<file path="config.mk">
export PLATFORM = sky130hd
export DESIGN_NAME = sub_64_seq_flat
export DESIGN_NICKNAME = d
export VERILOG_FILES = /design/src/rtl/sub_64_seq_if.sv /design/src/rtl/sub_64_seq.sv /design/src/flat_wrapper.sv
export SDC_FILE = /design/constraint.sdc
export NUM_CORES = 1
export LEC_CHECK = 0
export CORE_AREA = 2 2 159 161
export DETAILED_ROUTE_END_ITERATION = 16
export DIE_AREA = 0 0 161 163
export GPL_ROUTABILITY_DRIVEN = 0
export HOLD_SLACK_MARGIN = 0.1
export PLACE_DENSITY_LB_ADDON = 0.25
export RECOVER_POWER = 50
export SLEW_MARGIN = 30
export SYNTH_ARGS = -nofsm -noshare
export SYNTH_HDL_FRONTEND = slang
export SYNTH_SLANG_ARGS = --single-unit
</file>
<file path="constraint.sdc">
create_clock -name clk -period 4.5 [get_ports clk]
set_input_delay 0.45 -clock clk [delete_from_list [all_inputs] [get_ports clk]]
set_output_delay 0.45 -clock clk [all_outputs]
set_load 0.1 [all_outputs]
</file>
<file path="src/rtl/sub_64_seq_if.sv">
//------------------------------------------------------------------------------
// Module  : sub_64_seq_if
// Brief   : start/busy/done handshake and operand/result bundle for sub_64_seq.
// Revision: 1.0 - initial release
//------------------------------------------------------------------------------
`default_nettype none

interface sub_64_seq_if #(
  parameter int N = 64
);
  logic         start;
  logic [N-1:0] a;
  logic [N-1:0] b;
  logic         busy;
  logic         done;
  logic [N-1:0] diff;
  logic         zf;
  logic         sf;
  logic         of;

  modport master (
    output start, a, b,
    input  busy, done, diff, zf, sf, of
  );

  modport slave (
    input  start, a, b,
    output busy, done, diff, zf, sf, of
  );
endinterface

`default_nettype wire

</file>
<file path="src/rtl/sub_64_seq.sv">
//------------------------------------------------------------------------------
// Module  : sub_64_seq
// Brief   : Multi-cycle a - b (a + ~b + 1), CHUNK bits per clock, with y86 ZF/SF/OF.
// Revision: 1.0 - initial release
//------------------------------------------------------------------------------
`default_nettype none

module sub_64_seq #(
  parameter int N     = 64,
  parameter int CHUNK = 16
) (
  input  logic          clk,
  input  logic          rst,
  sub_64_seq_if.slave   io_bus
);

  localparam int NCHUNK = N / CHUNK;
  localparam int IDX_W  = (NCHUNK > 1) ? $clog2(NCHUNK) : 1;

  localparam logic [IDX_W-1:0] C_LAST_IDX = IDX_W'(NCHUNK - 1);
  localparam logic [IDX_W-1:0] C_IDX_ONE  = IDX_W'(1);

  localparam logic [1:0] C_S_IDLE = 2'd0;
  localparam logic [1:0] C_S_RUN  = 2'd1;
  localparam logic [1:0] C_S_DONE = 2'd2;

  logic [1:0]       r_state;
  logic [1:0]       w_state_nxt;
  logic [N-1:0]     r_a;
  logic [N-1:0]     r_b;
  logic [N-1:0]     r_partial;
  logic [IDX_W-1:0] r_idx;
  logic             r_carry;
  logic [N-1:0]     r_diff;
  logic             r_zf;
  logic             r_sf;
  logic             r_of;

  logic [CHUNK-1:0] w_a_chk;
  logic [CHUNK-1:0] w_b_chk;
  logic [CHUNK:0]   w_sum;
  logic [N-1:0]     w_full;
  logic             w_last;
  logic             w_accept;
  logic             w_busy;
  logic             w_done;

  assign w_accept = (r_state == C_S_IDLE) && io_bus.start;
  assign w_last   = (r_idx == C_LAST_IDX);
  assign w_a_chk  = r_a[r_idx*CHUNK +: CHUNK];
  assign w_b_chk  = r_b[r_idx*CHUNK +: CHUNK];
  assign w_sum    = {1'b0, w_a_chk} + {1'b0, ~w_b_chk} + {{CHUNK{1'b0}}, r_carry};

  // Result as it will look once the chunk in flight lands in the partial register.
  always_comb begin
    w_full                        = r_partial;
    w_full[r_idx*CHUNK +: CHUNK]  = w_sum[CHUNK-1:0];
  end

  always_ff @(posedge clk) begin
    if (rst) begin
      r_state <= C_S_IDLE;
    end else begin
      r_state <= w_state_nxt;
    end
  end

  always_comb begin
    w_state_nxt = r_state;
    case (r_state)
      C_S_IDLE: if (io_bus.start) w_state_nxt = C_S_RUN;
      C_S_RUN:  if (w_last)       w_state_nxt = C_S_DONE;
      C_S_DONE:                   w_state_nxt = C_S_IDLE;
      default:                    w_state_nxt = C_S_IDLE;
    endcase
  end

  always_comb begin
    w_busy = 1'b0;
    w_done = 1'b0;
    case (r_state)
      C_S_RUN:  w_busy = 1'b1;
      C_S_DONE: w_done = 1'b1;
      default: ;
    endcase
  end

  always_ff @(posedge clk) begin
    if (rst) begin
      r_a       <= '0;
      r_b       <= '0;
      r_partial <= '0;
      r_idx     <= '0;
      r_carry   <= 1'b1;
      r_diff    <= '0;
      r_zf      <= 1'b0;
      r_sf      <= 1'b0;
      r_of      <= 1'b0;
    end else if (w_accept) begin
      r_a     <= io_bus.a;
      r_b     <= io_bus.b;
      r_carry <= 1'b1;
      r_idx   <= '0;
    end else if (r_state == C_S_RUN) begin
      r_partial[r_idx*CHUNK +: CHUNK] <= w_sum[CHUNK-1:0];
      r_carry                         <= w_sum[CHUNK];
      r_idx                           <= r_idx + C_IDX_ONE;
      // Final carry-out is dropped: y86 has no CF.
      if (w_last) begin
        r_diff <= w_full;
        r_zf   <= (w_full == '0);
        r_sf   <= w_full[N-1];
        r_of   <= (r_a[N-1] != r_b[N-1]) && (w_full[N-1] != r_a[N-1]);
      end
    end
  end

  assign io_bus.busy = w_busy;
  assign io_bus.done = w_done;
  assign io_bus.diff = r_diff;
  assign io_bus.zf   = r_zf;
  assign io_bus.sf   = r_sf;
  assign io_bus.of   = r_of;

endmodule

`default_nettype wire

</file>
<file path="src/flat_wrapper.sv">
// flat-port wrapper written by rule: the top's interface ports become plain ports
module sub_64_seq_flat 
#(
  parameter int N     = 64,
  parameter int CHUNK = 16
)
  (clk, rst, io_bus_start, io_bus_a, io_bus_b, io_bus_busy, io_bus_done, io_bus_diff, io_bus_zf, io_bus_sf, io_bus_of);
  sub_64_seq_if #(.N(N)) io_bus_i ();
  input  logic clk;
  input  logic rst;
  input wire logic [$bits(io_bus_i.start)-1:0] io_bus_start;
  input wire logic [$bits(io_bus_i.a)-1:0] io_bus_a;
  input wire logic [$bits(io_bus_i.b)-1:0] io_bus_b;
  output wire logic [$bits(io_bus_i.busy)-1:0] io_bus_busy;
  output wire logic [$bits(io_bus_i.done)-1:0] io_bus_done;
  output wire logic [$bits(io_bus_i.diff)-1:0] io_bus_diff;
  output wire logic [$bits(io_bus_i.zf)-1:0] io_bus_zf;
  output wire logic [$bits(io_bus_i.sf)-1:0] io_bus_sf;
  output wire logic [$bits(io_bus_i.of)-1:0] io_bus_of;
  assign io_bus_i.start = io_bus_start;
  assign io_bus_i.a = io_bus_a;
  assign io_bus_i.b = io_bus_b;
  assign io_bus_busy = io_bus_i.busy;
  assign io_bus_done = io_bus_i.done;
  assign io_bus_diff = io_bus_i.diff;
  assign io_bus_zf = io_bus_i.zf;
  assign io_bus_sf = io_bus_i.sf;
  assign io_bus_of = io_bus_i.of;
  sub_64_seq #(.N(N), .CHUNK(CHUNK)) u_core (.clk(clk), .rst(rst), .io_bus(io_bus_i));
endmodule
</file>
==> metrics.txt <==
H-tree Lvls 1; worst-path maximum fanout 14; setup violators final 0; first-pass GRT wire length 53.2 mm; CTS Sinks 263; post-route minimum period 4.11 ns; dpl cells 1,808; DP Worst Slack 0.429 ns; status complete, but fails checks; FP Rows 58; largest net degree at the start of global routing 176; synthesized net count 1,517; cell taking the most area after synthesis dfxtp_1; initial DRC count 922; initial antenna violation count 0; Avg Cell Area, Syn 8.52 um2; n_diodes 0; Final Cycle Share 91.3%; ys flop type dfxtp_1; Synth top area share 45.3%; Leak Pwr 0.00532 uW; Hold Path Class primary input to flip-flop; Die X 161 um; Post-Syn Instances 1,363; Synth cell types 73; Longest Clk Path Bufs 3; DRT Pass-1 Iters 5; clk slew on worst S/H paths 0.07 ns; Synth async-reset ratio 0%; failing checks max-capacitance violations, max-slew violations; CTS Buf Count 26; Pwr Total 5980 uW; Clock Latency Late Sink 0.54 ns; register area share after synthesis 45.3%; max-cap viol count 1; Die Y 163 um; power per cell area 407 nW/um2; Detailed Place HPWL 23.9 mm; root cell of the clock tree clkbuf_16; Area growth syn-to-layout 26.5%; DRC 0; family with the most delay on the worst path compound AO/OA/AOI/OAI gates; Peak VDD IR 0.000216 V; die area 26,200 um2; drt total wl 33.6 mm; f_max 0.243 GHz; Bufs and invs on worst path 3; Setup WS post-layout 0.389 ns; core outline area 24,700 um2; Initial Util 47.1%; layout cells sized above 1 8.33%; TritonCTS clock tree done; Final Non-Filler Cells 1,854; fin nets 1,660; via/cell ratio 5.62; Post-CTS Resized 0; vias in the first global route 10,000; CP max stage cell dfxtp_2; Max Transition Viols Final 83; Port Buffers 199; Worst-Margin Slew 2.77 ns; Worst setup SP type flip-flop; #FFs+latches synth 263; synth warn 0; CP endpoint kind flip-flop; final core occ 59.5%; Final ANT Viol Nets 0; RSZ-0062 raised after global routing false; worst path required time 4.94 ns; Post-synth EDFFs 0; grt ovf 0; WS Path Type flip-flop to flip-flop; Synth Cell Area 11,600 um2; final hold violations 0; post-CTS setup buffers 0; largest cells by area after synthesis dfxtp_1, nand2_1, a21oi_1; setup TNS 0 ns; Critical Path AT 4.55 ns; GRT Overall Usage 25.2%; # IOs 200; CTS Hold Bufs 0; crit-path max cell delay 0.48 ns; skew final 0.0151 ns; via count 10,400; crit-path cells buf_4 -> mux4_2 -> inv_1 -> fa_1 -> fa_1 -> nor2b_1 -> o221ai_1 -> a21boi_1 -> a221o_1 -> a21oi_1 -> xnor2_1 -> buf_4 -> a22oi_1 -> nor2b_1 -> nand4_1 -> o31ai_1; WL per Instance 18.1 um; relative slew slack -84.4%
path summary, 6_finish.rpt:
check / from / end / slack (ns) / cells past startpoint
setup / recovery: u_core.r_idx[0] / u_core.io_bus.zf / 0.39 / 16
setup reg to reg: u_core.r_idx[0] / u_core.io_bus.zf / 0.39 / 16
hold reg to reg: u_core.r_a[43] / u_core.r_a[43] / 0.45 / 2
hold / removal: rst / u_core.r_partial[3] / 0.40 / 2
Yosys cell counts (all sizes together) (3+ instances only):
library cell / count
nand2: 281
dfxtp: 263
a21oi: 163
nor2: 162
clkbuf: 101
a211oi: 94
a22oi: 38
mux4: 32
inv: 29
nor3: 27
ha: 21
a221oi: 17
nor2b: 15
o21ai: 12
buf: 8
nand3: 8
xnor2: 8
a32oi: 7
a21o: 6
and2: 6
xor2: 6
nand4: 5
nor4: 5
and3: 3
nand3b: 3
o21a: 3
o2bb2ai: 3
o31a: 3
o41ai: 3
registers in the layout (all words and copies together), names as in the netlist, 2 cells and up:
name	count
u_core.io_bus.diff	63
u_core.r_a	64
u_core.r_b	64
u_core.r_idx	2
u_core.r_partial	64
u_core.r_state	2
power by group:
group / total [uW] / leakage [uW] / internal, uW / switching [uW]
registers: 2530 / 0.00215 / 2450 / 78.7
logic: 1270 / 0.00273 / 510 / 765
clock network: 2180 / 0.000433 / 1270 / 914
cell type report:
cell class              count  area (um2)
repair buffers            224        2200
well taps                 330         413
clock inverters             7        40.0
fillers                  2191        9980
flip-flops and latches    263        5270
multi-input cells         961        5830
clock buffers              39         831
inverters                  30         113
cell usage in the layout, fill, tap and decap left out, types with 17 or more instances in the layout:
| cell | Yosys | final |
|---|---|---|
| a21oi_1 | 162 | 162 |
| dfxtp_1 | 263 | 261 |
| a221oi_1 | 17 | 17 |
| nand2_1 | 281 | 280 |
| ha_1 | 21 | 21 |
| dlygate4sd3_1 | 0 | 34 |
| nor2_1 | 162 | 162 |
| nor3_1 | 27 | 27 |
| mux4_2 | 32 | 32 |
| a211oi_1 | 92 | 92 |
| clkbuf_16 | 0 | 27 |
| inv_1 | 28 | 28 |
| clkdlybuf4s50_1 | 0 | 163 |
| buf_4 | 1 | 22 |
| a22oi_1 | 37 | 37 |
metal layers:
| metal | vias to the layer above | global-route usage, % | wire length, um |
|---|---|---|---|
| li1 | 5078 | - | - |
| met1 | 4803 | 34.4 | 14500 |
| met2 | 450 | 40.0 | 15200 |
| met3 | 90 | 3.82 | 2450 |
| met4 | 0 | 11.1 | 1490 |
| met5 | - | 0 | 0 |
cells by family after synthesis:
kind of cell | synth area share (%)
fa+ha+maj | 2.61
buf+inv | 4.61
mux | 6.21
flops | 45.3
simple gates | 18.5
compound gates | 21.4
xor+xnor | 1.28
metrics by stage:
step,hold WS (ns),area [um2]
2_1_floorplan,0.432,11600
3_3_place_gp,0.438,13800
3_5_place_dp,0.447,13800
4_1_cts,0.391,14700
5_1_grt,0.430,14700
6_report,0.396,14700
Power figures use the tool's default switching activity.
